<file path="config.mk">
export PLATFORM = sky130hd
export DESIGN_NAME = frame_serializer_flat
export DESIGN_NICKNAME = d
export VERILOG_FILES = /design/src/rtl/comm_pkg.sv /design/src/rtl/frame_serializer_if.sv /design/src/rtl/frame_serializer.sv /design/src/flat_wrapper.sv
export SDC_FILE = /design/constraint.sdc
export NUM_CORES = 1
export LEC_CHECK = 0
export CAP_MARGIN = 10
export CORE_MARGIN = 2
export CORE_UTILIZATION = 50
export CTS_CLUSTER_DIAMETER = 100
export DETAILED_ROUTE_END_ITERATION = 10
export HOLD_SLACK_MARGIN = 0.1
export PLACE_DENSITY_LB_ADDON = 0.15
export SLEW_MARGIN = 20
export SYNTH_ARGS = -nofsm -noshare
export SYNTH_HDL_FRONTEND = slang
export SYNTH_SLANG_ARGS = --single-unit
</file>
<file path="constraint.sdc">
create_clock -name clk -period 2 [get_ports clk]
set_input_delay 0.3 -clock clk [delete_from_list [all_inputs] [get_ports clk]]
set_output_delay 0.3 -clock clk [all_outputs]
set_load 0.1 [all_outputs]
</file>
<file path="src/rtl/comm_pkg.sv">
// Shared definitions for the transmit-side serializer path.
package comm_pkg;

   // Serializer FSM states: idle between bursts, active while bits stream out.
   typedef enum logic {
      SER_IDLE   = 1'b0,
      SER_ACTIVE = 1'b1
   } ser_state_t;

   // Default parallel word width.
   localparam int DEFAULT_DATA_W = 8;

endpackage

</file>
<file path="src/rtl/frame_serializer_if.sv">
// Parallel word input channel of the frame serializer.
//
// Handshake: the source (master) drives in_data and in_valid; the serializer
// (slave) drives in_ready. A word transfers on a rising clk edge where
// in_valid and in_ready are both high. in_ready does not depend on in_valid,
// and the source must hold in_data stable while in_valid is high and the
// word has not yet transferred.
interface frame_serializer_if
   import comm_pkg::*;
#(
   parameter int DATA_W = DEFAULT_DATA_W
) ();

   logic [DATA_W-1:0] in_data;
   logic              in_valid;
   logic              in_ready;

   modport master (
      output in_data,
      output in_valid,
      input  in_ready
   );

   modport slave (
      input  in_data,
      input  in_valid,
      output in_ready
   );

endinterface

</file>
<file path="src/rtl/frame_serializer.sv">
// Parallel-to-serial converter: one-word holding buffer, shift register and
// a two-state burst FSM. Once a burst starts the stream never gaps; a missing
// word at a boundary is replaced by a fill word and flagged as underrun.
module frame_serializer
   import comm_pkg::*;
#(
   parameter int DATA_W    = DEFAULT_DATA_W,
   parameter bit MSB_FIRST = 1'b1,
   parameter bit FILL_BIT  = 1'b0
) (
   input  logic                clk,
   input  logic                reset,
   input  logic                tx_en,
   frame_serializer_if.slave   in_if,
   output logic                ser_bit,
   output logic                ser_valid,
   output logic                word_start,
   output logic                serializer_start,
   output logic                underrun,
   input  logic                clr_underrun,
   output ser_state_t          state_dbg
);

   localparam int                CNT_W     = $clog2(DATA_W);
   localparam logic [CNT_W-1:0]  LAST_BIT  = CNT_W'(DATA_W - 1);
   localparam logic [DATA_W-1:0] FILL_WORD = {DATA_W{FILL_BIT}};

   ser_state_t        state;
   logic              hold_full;
   logic [DATA_W-1:0] hold_word;
   logic [DATA_W-1:0] shift_reg;
   logic [CNT_W-1:0]  bit_cnt;

   // Advance the shift register by one bit toward the transmit end.
   function automatic logic [DATA_W-1:0] shift_once(input logic [DATA_W-1:0] v);
      if (MSB_FIRST) shift_once = {v[DATA_W-2:0], 1'b0};
      else           shift_once = {1'b0, v[DATA_W-1:1]};
   endfunction

   // Transmit end of the shift register; cleared whenever the burst ends.
   assign ser_bit        = MSB_FIRST ? shift_reg[DATA_W-1] : shift_reg[0];
   assign in_if.in_ready = ~hold_full;
   assign state_dbg      = state;

   // Holding buffer, shift register, bit counter, burst FSM and status flags.
   always_ff @(posedge clk or posedge reset) begin
      if (reset) begin
         state            <= SER_IDLE;
         hold_full        <= 1'b0;
         hold_word        <= '0;
         shift_reg        <= '0;
         bit_cnt          <= '0;
         ser_valid        <= 1'b0;
         word_start       <= 1'b0;
         serializer_start <= 1'b0;
         underrun         <= 1'b0;
      end else begin
         // Clear first so that a fill insertion on the same edge wins.
         if (clr_underrun) underrun <= 1'b0;

         // Accept only into an empty buffer; a load only drains a full one,
         // so the two never target the same edge.
         if (in_if.in_valid && !hold_full) begin
            hold_word <= in_if.in_data;
            hold_full <= 1'b1;
         end

         case (state)
            SER_IDLE: begin
               // A burst starts only with a real word in hand; never with fill.
               if (tx_en && hold_full) begin
                  state            <= SER_ACTIVE;
                  shift_reg        <= hold_word;
                  hold_full        <= 1'b0;
                  bit_cnt          <= '0;
                  ser_valid        <= 1'b1;
                  serializer_start <= 1'b1;
                  word_start       <= 1'b1;
               end
            end

            SER_ACTIVE: begin
               if (bit_cnt != LAST_BIT) begin
                  // Mid-word: tx_en is ignored, the word always completes.
                  shift_reg  <= shift_once(shift_reg);
                  bit_cnt    <= bit_cnt + 1'b1;
                  word_start <= 1'b0;
               end else if (!tx_en) begin
                  // Burst ends on a word boundary; any held word stays put.
                  state            <= SER_IDLE;
                  shift_reg        <= '0;
                  bit_cnt          <= '0;
                  ser_valid        <= 1'b0;
                  serializer_start <= 1'b0;
                  word_start       <= 1'b0;
               end else if (hold_full) begin
                  // Seamless reload from the holding buffer.
                  shift_reg  <= hold_word;
                  hold_full  <= 1'b0;
                  bit_cnt    <= '0;
                  word_start <= 1'b1;
               end else begin
                  // Source fell behind: keep the stream gap-free with fill.
                  shift_reg  <= FILL_WORD;
                  bit_cnt    <= '0;
                  word_start <= 1'b1;
                  underrun   <= 1'b1;
               end
            end

            default: state <= SER_IDLE;
         endcase
      end
   end

endmodule

</file>
<file path="src/flat_wrapper.sv">
// flat-port wrapper written by rule: the top's interface ports become plain ports
module frame_serializer_flat import comm_pkg::*;
#(
   parameter int DATA_W    = DEFAULT_DATA_W,
   parameter bit MSB_FIRST = 1'b1,
   parameter bit FILL_BIT  = 1'b0
)
  (clk, reset, tx_en, ser_bit, ser_valid, word_start, serializer_start, underrun, clr_underrun, state_dbg, in_if_in_data, in_if_in_valid, in_if_in_ready);
  frame_serializer_if #(.DATA_W(DATA_W)) in_if_i ();
  input  logic clk;
  input  logic reset;
  input  logic tx_en;
  output logic ser_bit;
  output logic ser_valid;
  output logic word_start;
  output logic serializer_start;
  output logic underrun;
  input  logic clr_underrun;
  output ser_state_t state_dbg;
  input wire logic [$bits(in_if_i.in_data)-1:0] in_if_in_data;
  input wire logic [$bits(in_if_i.in_valid)-1:0] in_if_in_valid;
  output wire logic [$bits(in_if_i.in_ready)-1:0] in_if_in_ready;
  assign in_if_i.in_data = in_if_in_data;
  assign in_if_i.in_valid = in_if_in_valid;
  assign in_if_in_ready = in_if_i.in_ready;
  frame_serializer #(.DATA_W(DATA_W), .MSB_FIRST(MSB_FIRST), .FILL_BIT(FILL_BIT)) u_core (.clk(clk), .reset(reset), .tx_en(tx_en), .in_if(in_if_i), .ser_bit(ser_bit), .ser_valid(ser_valid), .word_start(word_start), .serializer_start(serializer_start), .underrun(underrun), .clr_underrun(clr_underrun), .state_dbg(state_dbg));
endmodule
</file>
### Yosys cells after proc, flatten, opt, wreduce, memory -nomap -nowiden

Index checks and enable logic that the tools add are counted.
W data, S select, Z words.

| operators by class | value |
|---|---|
| bitwise logic cells | 2 |
| equal/unequal tests | 4 |
| divide/modulo/power cells | 0 |
| multiplexer cells | 29 |
| reduce and logical (&&, ||, !) cells | 4 |
| $lt $le $gt $ge | 0 |
| multipliers | 0 |
| add/sub/neg operators | 1 |
| shift-type cells | 0 |

Operator list:

| operator | number |
|---|---|
| $mux W8 | 4 |
| $mux W1 | 17 |
| $pmux W8 S2 | 1 |
| $pmux W1 S2 | 4 |
| $mux W3 | 2 |
| $pmux W3 S2 | 1 |
| $ne A2 B2 Y1 const B | 2 |
| $add A3 B1 Y3 const B | 1 |
| $ne A3 B3 Y1 const B | 1 |
| $reduce_and A3 Y1 | 1 |
| $logic_and A1 B1 Y1 | 2 |
| $ne A2 B1 Y1 const B | 1 |
| $not A1 Y1 | 2 |
| $logic_not A1 Y1 | 1 |

| word-level totals | value |
|---|---|
| input bits | 13 |
| memory bits (read-only) | 0 |
| word-level logic and storage cells | 48 |
| RAM bits | 0 |
| bits in registers | 24 |
| latch bits | 0 |
| memories kept | 0 |
| output and inout bits | 7 |

### Logic depth before layout (Yosys ltp)

Gate-level depths: netlist of the first run.

| logic depth | value |
|---|---|
| depth after elaboration | 7 |
| gate-level depth with buffers | 5 |
| mapped depth without buffers | 5 |

### Worst setup path after synthesis of the first run

Ideal clock, no wire load.

| timing | value |
|---|---|
| path type | reg-to-reg |
| start | register u_core.state, in the netlist u_core.state_dbg |
| end | register u_core.shift_reg[0] |
| library setup time | 122 ps |
| clock period less this slack | 1678 ps |
| buffers on the path | 1 |
| required time | 1878 ps |
| stages on the path, launching flop included | 4 |
| arrival | 1556 ps |
| slack | 322 ps |
| path through | dfrtp_1 > buf_2 > nand2_1 > a32o_1 |

| between the ends | value |
|---|---|
| cells in the longest elaborated chain, start to end | 2 |
| elaborated cells between the ends (all ways) | 3 |
| classes of those cells | 1 x eq/ne; 1 x mux; 1 x bitwise |

Ends and longest elaborated chain:

| what | line | source |
|---|---|---|
| from (decl) | frame_serializer.sv:28 | `ser_state_t state;` |
| from (signal assigned) | frame_serializer.sv:48 | `state <= SER_IDLE;` |
| from (signal assigned) | frame_serializer.sv:72 | `state <= SER_ACTIVE;` |
| from (signal assigned) | frame_serializer.sv:90 | `state <= SER_IDLE;` |
| $not A1 Y1 | frame_serializer.sv:68 | `case (state)` |
| $pmux W8 S2 / $ne A2 B1 Y1 (equally long branches) | n/a |  |
| to (signal assigned) | frame_serializer.sv:73 | `shift_reg <= hold_word;` |
| to (signal assigned) | frame_serializer.sv:85 | `shift_reg <= shift_once(shift_reg);` |
| to (signal assigned) | frame_serializer.sv:98 | `shift_reg <= hold_word;` |
| to (decl) | frame_serializer.sv:31 | `logic [DATA_W-1:0] shift_reg;` |

Several ways; a longest one is shown, not always the timed one.
A chain may end at the register's enable or synchronous reset.

### Worst setup path in the final report of the first run

| timing | value |
|---|---|
| start | register u_core.bit_cnt[0] |
| end | register u_core.shift_reg[5] |

| between the ends | value |
|---|---|
| cells in the longest elaborated chain, start to end | 3 |

Ends and longest elaborated chain:

| what | line | source |
|---|---|---|
| from (decl) | frame_serializer.sv:32 | `logic [CNT_W-1:0] bit_cnt;` |
| from (signal assigned) | frame_serializer.sv:86 | `bit_cnt <= bit_cnt + 1'b1;` |
| $ne A3 B3 Y1 | frame_serializer.sv:83 | `if (bit_cnt != LAST_BIT) begin` |
| $mux W8 | frame_serializer.sv:83 |  |
| $pmux W8 S2 | frame_serializer.sv:68 |  |

Every way passes these cells.

==> results.md, run 1 <==
- The global-route total usage across every layer is 0.1657.
- Each instance of the synthesized netlist takes up on average approximately 12 um2.
- The net count of the finished layout is between 100 and 150.
- The CTS sink count is 24.
- The worst setup slack before clock tree synthesis is 0.3956 ns.
- In this run, the number of DRC markers left after iteration 0 of detailed routing was 8.
- Power spread over the standard cell area amounts to 1519 mW/mm2.
- After clock tree synthesis, the flow added hold-fix buffers numbering 0.
- For this run, the top clock speed supported by timing is 618.4 MHz.
- For this run, design rule violations remaining after detail routing come to 0.
- The finished cells cover roughly 0.0013 mm2.
- Across the VDD grid, the largest voltage drop is 0.9199 mV.
- The layout-stage area growth over the synthesis result is 21.20%.
- The number of vias after detailed routing is roughly 730.
- For the finished layout, the period the worst path requires is ~1.6 ns.
- TritonCTS built the clock tree.
- Synthesis produced 91 cells.
- The horizontal die dimension is 50.09 um.
- The number of buffers and inverters on the critical path is 0.
- STA classifies the critical path startpoint as a register.
- Of the total power, registers draw 0.427.
- Of the total synthesized cell area, the portion taken by AND, OR, NAND and NOR gates is 0.1060.
- The worst pin sits at a relative slew slack of 0.6881.
- The die outline height is between 50 and 60 um.
- After clock tree synthesis, the repair step resized 0 gates.
- The clock edge transition at the registers on the reported setup and hold paths is between 0.1 and 0.15 ns.
- The net switching power is 0.8623 mW.
- In this run the number of H-tree levels came out at 1.
- The number of warning messages in the yosys log is 0.
- The first global-routing pass estimated around 3.2 mm of wire.
- The total half-perimeter wirelength after legalization and detailed placement is 1.271 mm.
- The total count of hold-check failures in the final report was 0.
- The initial cell density of the core is 0.5360.
- The total core area is just under 0.002 mm2.
- The buffer cell driving the clock tree root is sky130_fd_sc_hd__clkbuf_4.
- The total nets after synthesis is roughly 110.
- The critical-path cell with the highest stage delay is sky130_fd_sc_hd__dfrtp_1.
- The count of cell types in the netlist is 21.
- Of the synthesized area, sequential elements account for 0.5654.
- In the final timing run, aggregate negative setup slack is 0 ns.
- The min-delay analysis places its worst path in the category input port to asynchronous set/reset pin.
- The number of antenna violations at the first check in global routing is 0.
- The critical path runs through a total of 5 cells.
- Of the cells placed in the final design, the portion with a size suffix greater than 1 is 0.1892.
- The multiplexer share of the synthesized area is 0.1225.
- The share of the synthesized netlist area taken by xor and xnor gates is 0.
- In this design, the stage delay of the slowest critical-path cell is ~0.42 ns.
- After global routing the overflow that remains totals 0.
- By area, the combinational part of the netlist is dominated by compound AO/OA/AOI/OAI gates.
- The maximum clock insertion buffer count is 2.
- The synthesized netlist occupies a cell area of between 0.001 and 0.0015 mm2.
- Walking the worst path, the cells encountered are ha_1 > ha_1 > nand2b_1 > a32oi_1 > nand2_1.
- The worst path required time is about 2.2 ns.
- The library cells used most frequently in the layout, excluding fill and tap cells, are sky130_fd_sc_hd__dfrtp_1, sky130_fd_sc_hd__nand2_1, sky130_fd_sc_hd__clkdlybuf4s50_1.
- The die footprint is 0.002509 mm2.
- Setup violations remaining at the end of the flow were counted as 0.
- The switching share of power is 0.4409.
- The most common cell after layout, fill and taps aside is sky130_fd_sc_hd__dfrtp_1.
- The number of max-cap violations is 0.
- The per-cell routed wire length is roughly 13 um.
- The utilization after layout is 0.6496.
- Before antenna repair, the detailed router went through 4 iterations.
- The worst clock skew is approximately 0.0043 ns.
- The clock latency on the worst-skew pair is 0.30 ns.
- Counting flops and latches in the post-synthesis netlist gives 24.
- Port buffering added 19 buffers.
- The number of buffers inserted during clock tree synthesis is 3.
- Among the stages of the critical path, the cell type that occurs most often is sky130_fd_sc_hd__ha_1.
- The run finished with clean final reports.
- The cell depth of the worst flop-to-flop path is 5.
- The count of pins over their slew limit is 0.
- The leakage power figure is approximately 0.62 nW.
- The number of rows created at floorplan is 16.
- The post-detailed-routing wire length is 1.774 mm.
- The post-synthesis compound-gate area fraction was 0.1237.
- The kind of cell with the highest combined delay along the critical path is adder cells.
- Routability-driven placement finished with a final weighted congestion of 0.7087.
- The transition at the pin with the smallest max-transition slack is 0.4669 ns.
- The worst setup path is captured at a register.
- The placement-stage cell area is 0.001265 mm2.
- The data arrival time of the worst path is approximately 1.8 ns.
- The critical setup path kind is register to register.
- Dividing the final minimum period by the clock period gives 0.8085.
- 0 antenna diodes ended up in the layout.
- The smallest setup slack after layout is approximately 0.38 ns.
- The via count of the first global-routing pass was around 750.
- Entering global routing, the biggest net connects 25 pins.
- In this run the remaining antenna-violating nets after routing total 0.
- For this design the top-level I/O count stands at 20.
- The relative contribution of combinational cells to total power is 0.471.
- Internal power comes to about 1.1 mW.
- The adder and majority cell fraction of the synthesized area is 0.03534.
- Setup repair after global routing left no endpoint under its margin.
- In the routed layout, each cell is associated on average with a via count of around 5.3.
- Post-CTS timing repair inserted 0 buffers for setup.
- Of the total power, the clock network draws 0.102.
- In this run the worst path has a maximum fanout of 7.
## synth_stat cells
cell                       count  area, um2
sky130_fd_sc_hd__buf_4         2      15.01
sky130_fd_sc_hd__nor2_1        3      11.26
sky130_fd_sc_hd__inv_1         5      18.77
sky130_fd_sc_hd__mux2i_1       1      10.01
sky130_fd_sc_hd__o21ai_0       5      25.02
sky130_fd_sc_hd__o21ai_1       2      10.01
sky130_fd_sc_hd__a32o_1        1      10.01
sky130_fd_sc_hd__buf_2         1      5.000
sky130_fd_sc_hd__nand3_1       1      5.000
sky130_fd_sc_hd__a32oi_1       7      61.31
sky130_fd_sc_hd__nand2_1      19      71.32
sky130_fd_sc_hd__mux2_4        8      120.1
sky130_fd_sc_hd__buf_6         1      11.26
sky130_fd_sc_hd__nand2b_1      1      6.260
sky130_fd_sc_hd__and2_1        1      6.260
sky130_fd_sc_hd__a21oi_2       1      8.760
sky130_fd_sc_hd__o22ai_1       1      6.260
sky130_fd_sc_hd__nor2b_1       2      12.51
sky130_fd_sc_hd__ha_1          3      37.54
sky130_fd_sc_hd__dfrtp_1      24      600.6
sky130_fd_sc_hd__a21oi_1       2      10.01
## metal layers
layer | up-vias | routed length [um] | GRT usage
li1 | 355 | - | -
met1 | 348 | 795 | 0.2170
met2 | 21 | 885 | 0.2697
met3 | 2 | 77 | 0.02727
met4 | 0 | 14 | 0.06944
met5 | - | 0 | 0
## path summary, 6_finish.rpt
| check | slack (ns) | to | startpoint |
|---|---|---|---|
| worst max-delay path | 0.38 | u_core.shift_reg[5] | u_core.bit_cnt[0] |
| min in group clk | 0.48 | u_core.shift_reg[4] | u_core.shift_reg[3] |
| worst max register to register | 0.38 | u_core.shift_reg[5] | u_core.bit_cnt[0] |
| worst min register to register | 0.48 | u_core.shift_reg[4] | u_core.shift_reg[3] |
| max in group asynchronous | 1.45 | u_core.word_start | reset |
| worst min-delay path | 0.32 | u_core.hold_word[0] | reset |
## power groups by stage
| stage | Clock, mW | Sequential [mW] | Combinational (mW) |
|---|---|---|---|
| 2_1_floorplan | 0 | 1.01 | 0.545 |
| 3_3_place_gp | 0 | 0.843 | 0.908 |
| 3_5_place_dp | 0 | 0.848 | 0.927 |
| 4_1_cts | 0.203 | 0.837 | 0.933 |
| 5_1_grt | 0.228 | 0.864 | 0.998 |
| 6_report | 0.199 | 0.835 | 0.922 |
## worst min-delay path, cell delays in order
cell and delay (ns):
sky130_fd_sc_hd__clkdlybuf4s50_1 0.39, sky130_fd_sc_hd__inv_1 0.05, sky130_fd_sc_hd__buf_4 0.28
## logic make-up after synthesis
| family | after synthesis |
|---|---|
| AOI/OAI and AO/OA | 19 |
| adders and majority gates | 3 |
| buffers and inverters | 9 |
| DFF | 24 |
| muxes | 9 |
| and+or+nand+nor | 27 |
## cell type report
class	instances	area [um2]
multi-input cells	58	411.6
clock buffers	3	22.52
flip-flops and latches	24	600.6
inverters	5	18.77
well taps	27	33.78
repair buffers	21	200.2
fillers	172	694.4
## metrics by stage
stage / hold WS (ns) / power [mW] / cells
2_1_floorplan: 0.3146 / 1.559 / 91
3_3_place_gp: 0.4473 / 1.751 / 135
3_5_place_dp: 0.4523 / 1.774 / 135
4_1_cts: 0.3264 / 1.973 / 138
5_1_grt: 0.3645 / 2.090 / 138
6_report: 0.3173 / 1.956 / 138
Power figures use the tool's default switching activity.
==> inputs of run 2 (changes only) <==
CORE_UTILIZATION = 45   (was 50)
clock period = 1.4 ns   (was 2 ns; I/O delays follow)
==> results.md, run 2 (synthesis gave the netlist of run 1 again) <==
- The count of pins over their slew limit came to 0.
- The worst path required time is approximately 1.2 ns.
- The setup path with the least slack is of type register to output pin.
- Once placement completed, the tool counted placed cells totaling 147.
- The clock latency on the worst-skew pair is between 0.3 and 0.4 ns.
- The total inserted antenna cells is 0.
- The run finished with clean final reports.
- The data arrival time of the worst path is between 1 and 1.5 ns.
- The per-cell routed wire length is about 15 um.
- The total count of hold-check failures in the final report is 0.
- The smallest clock period supported by the final layout is computed as about 1.4 ns.
- In the routed design, unresolved DRC markers number 0.
- The layout-stage area growth over the synthesis result is 43.46%.
- Measured on the finished design, the core utilization comes to 0.6889.
- The number of DRC markers in iteration 0 is 8.
- The longest clock path from root to sink contains 2 buffers.
- The worst setup path is captured at an output pin.
- Setup repair after global routing could not meet its margin everywhere.
- The routability-driven placement congestion ratio is roughly 0.8.
- Of the total power, the share spent switching nets is 0.4151.
- The total core area is roughly 0.0022 mm2.
- The number of buffers inserted during clock tree synthesis is 3.
- Across every metal layer, demand over resource in global routing totals 0.1837.
- Leaving out fill and tap cells, the most frequent cell in the layout is sky130_fd_sc_hd__dfrtp_1.
- Row generation in the floorplan step produced 17 rows.
- Of the total power, combinational logic draws 0.519.
- In the finished design, the share of the clock period the worst path needs comes to 0.9708.
- The count of nets left with antenna violations once routing finished came out at 0.
- For this configuration, the core starts out at a cell density of 0.4802.
- The number of antenna violations at the first check in global routing is 0.
- Port buffering added 19 buffers.
- For this run, the top clock speed supported by timing is 735.8 MHz.
- Setup total negative slack on the finished layout was measured at 0 ns.
- The number of optimization iterations in the first detailed-route pass is 4.
- Detailed placement finished with a half-perimeter wire length of 1.628 mm.
- VDD sags by at most about 1.3 mV.
- The CTS sink count is 24.
- The global-route wire length before repair is about 3.7 mm.
- The horizontal die dimension is about 53 um.
- The maximum fanout along the worst path is 3.
- Clock-pin slew was measured on the worst setup and hold paths at roughly 0.13 ns.
- The via count of the first global-routing pass is 828.
- The sum of overflow across all layers after global routing is 0.
- The die footprint is around 0.0028 mm2.
- The routed design has between 2 and 2.5 mm of wire.
- The worst setup path is launched from a register.
- The share of cells above drive strength 1 is 0.3280.
- For this design, the CTS-stage hold fixing added 0 buffers.
- The part of the total power dissipated in sequential elements is 0.373.
- The tightest min-delay check is of the input port to asynchronous set/reset pin type.
- The buffer cell driving the clock tree root is sky130_fd_sc_hd__clkbuf_4.
- The worst relative slew slack is 0.8000.
- Once layout is done, the placed cells without fillers occupy between 0.0015 and 0.002 mm2.
- CTS built an H-tree with a depth of 1.
- The design draws about 3.4 mW.
- The placement-stage cell area is roughly 0.0014 mm2.
- The internal power of the cells is between 1.5 and 2 mW.
- The tool flagged a number of max-cap violations equal to 0.
- The number of cells in the finished layout apart from fillers is 153.
- The library cells used most frequently in the layout, excluding fill and tap cells, are sky130_fd_sc_hd__dfrtp_1, sky130_fd_sc_hd__nand2_1, sky130_fd_sc_hd__buf_4.
- The number of failing setup endpoints in the final timing report is 0.
- The TritonCTS clock tree is yes.
- The die outline height is 52.59 um.
- The pin count of the biggest net entering global routing is 25.
- The total I/O pin count is 20.
- Dividing total power by cell area gives a power density of approximately 2200 mW/mm2.
- The number of vias after detailed routing is 806.
- The transition at the pin with the smallest max-transition slack is ~0.3 ns.
- The net switching power is around 1.4 mW.
- In this run the static leakage power is slightly above 0.7 nW.
- The ratio of routed vias to standard cells is between 5 and 6.
- The final net count is around 140.
- The portion of total power attributed to the clock network is 0.108.
- For the final database, setup skew stands at roughly 0.011 ns.
## run 2: area by class of cell
cell class	instances	area (um2)
inverter	5	18.77
multi-input combinational	58	441.7
tap	28	35.03
sequential	24	603.1
timing repair buffer	34	389.1
fill	161	688.2
clock buffer	4	36.28
## run 2: routing by layer
metal  vias up  track usage  part of all wire
met4         0      0.06410             0.013
met5         -            0                 0
li1        386            -                 -
met3         4      0.03714             0.031
met2        17       0.3292              0.53
met1       399       0.2156              0.43
## run 2: stage by stage
step	hold WS, ns	worst slack, ns
final	0.2273	0.04088
after global routing	0.2728	-0.01649
after CTS	0.2442	0.02518
after detailed placement	0.4549	-0.09040
after global placement	0.4560	-0.05037
after floorplan	0.2245	-0.005792
## run 2: final timing paths
check                                     from                 endpoint  slack [ns]  cells after the start
max                           u_core.hold_full           in_if_in_ready        0.04                      3
min                                      reset         u_core.state_dbg        0.23                      3
max reg2reg                  u_core.bit_cnt[1]      u_core.shift_reg[3]        0.04                      5
min reg2reg                u_core.shift_reg[4]      u_core.shift_reg[5]        0.49                      2
max in group asynchronous                reset  u_core.serializer_start        0.93                      3
min in group clk                  clr_underrun          u_core.underrun        0.44                      2
## run 2: critical path: stages (launching register included)
cell                      delay, ns
sky130_fd_sc_hd__dfrtp_1       0.42
sky130_fd_sc_hd__buf_4         0.15
sky130_fd_sc_hd__inv_1         0.08
sky130_fd_sc_hd__buf_12        0.18
## run 2: power by group through the flow
stage	Combinational, mW	Clock (mW)	Sequential [mW]
detailed placement	1.68	0	1.25
finish	1.74	0.364	1.25
global placement	1.63	0	1.23
floorplan	0.793	0	1.46
global route	1.86	0.394	1.28
CTS	1.72	0.367	1.23
## run 2: timing repair
item | in CTS | in global routing
setup endpoints to repair | 7 | 6
setup buffers | 2 | 0
pin swaps | 2 | 4
gates resized for setup | 2 | 3
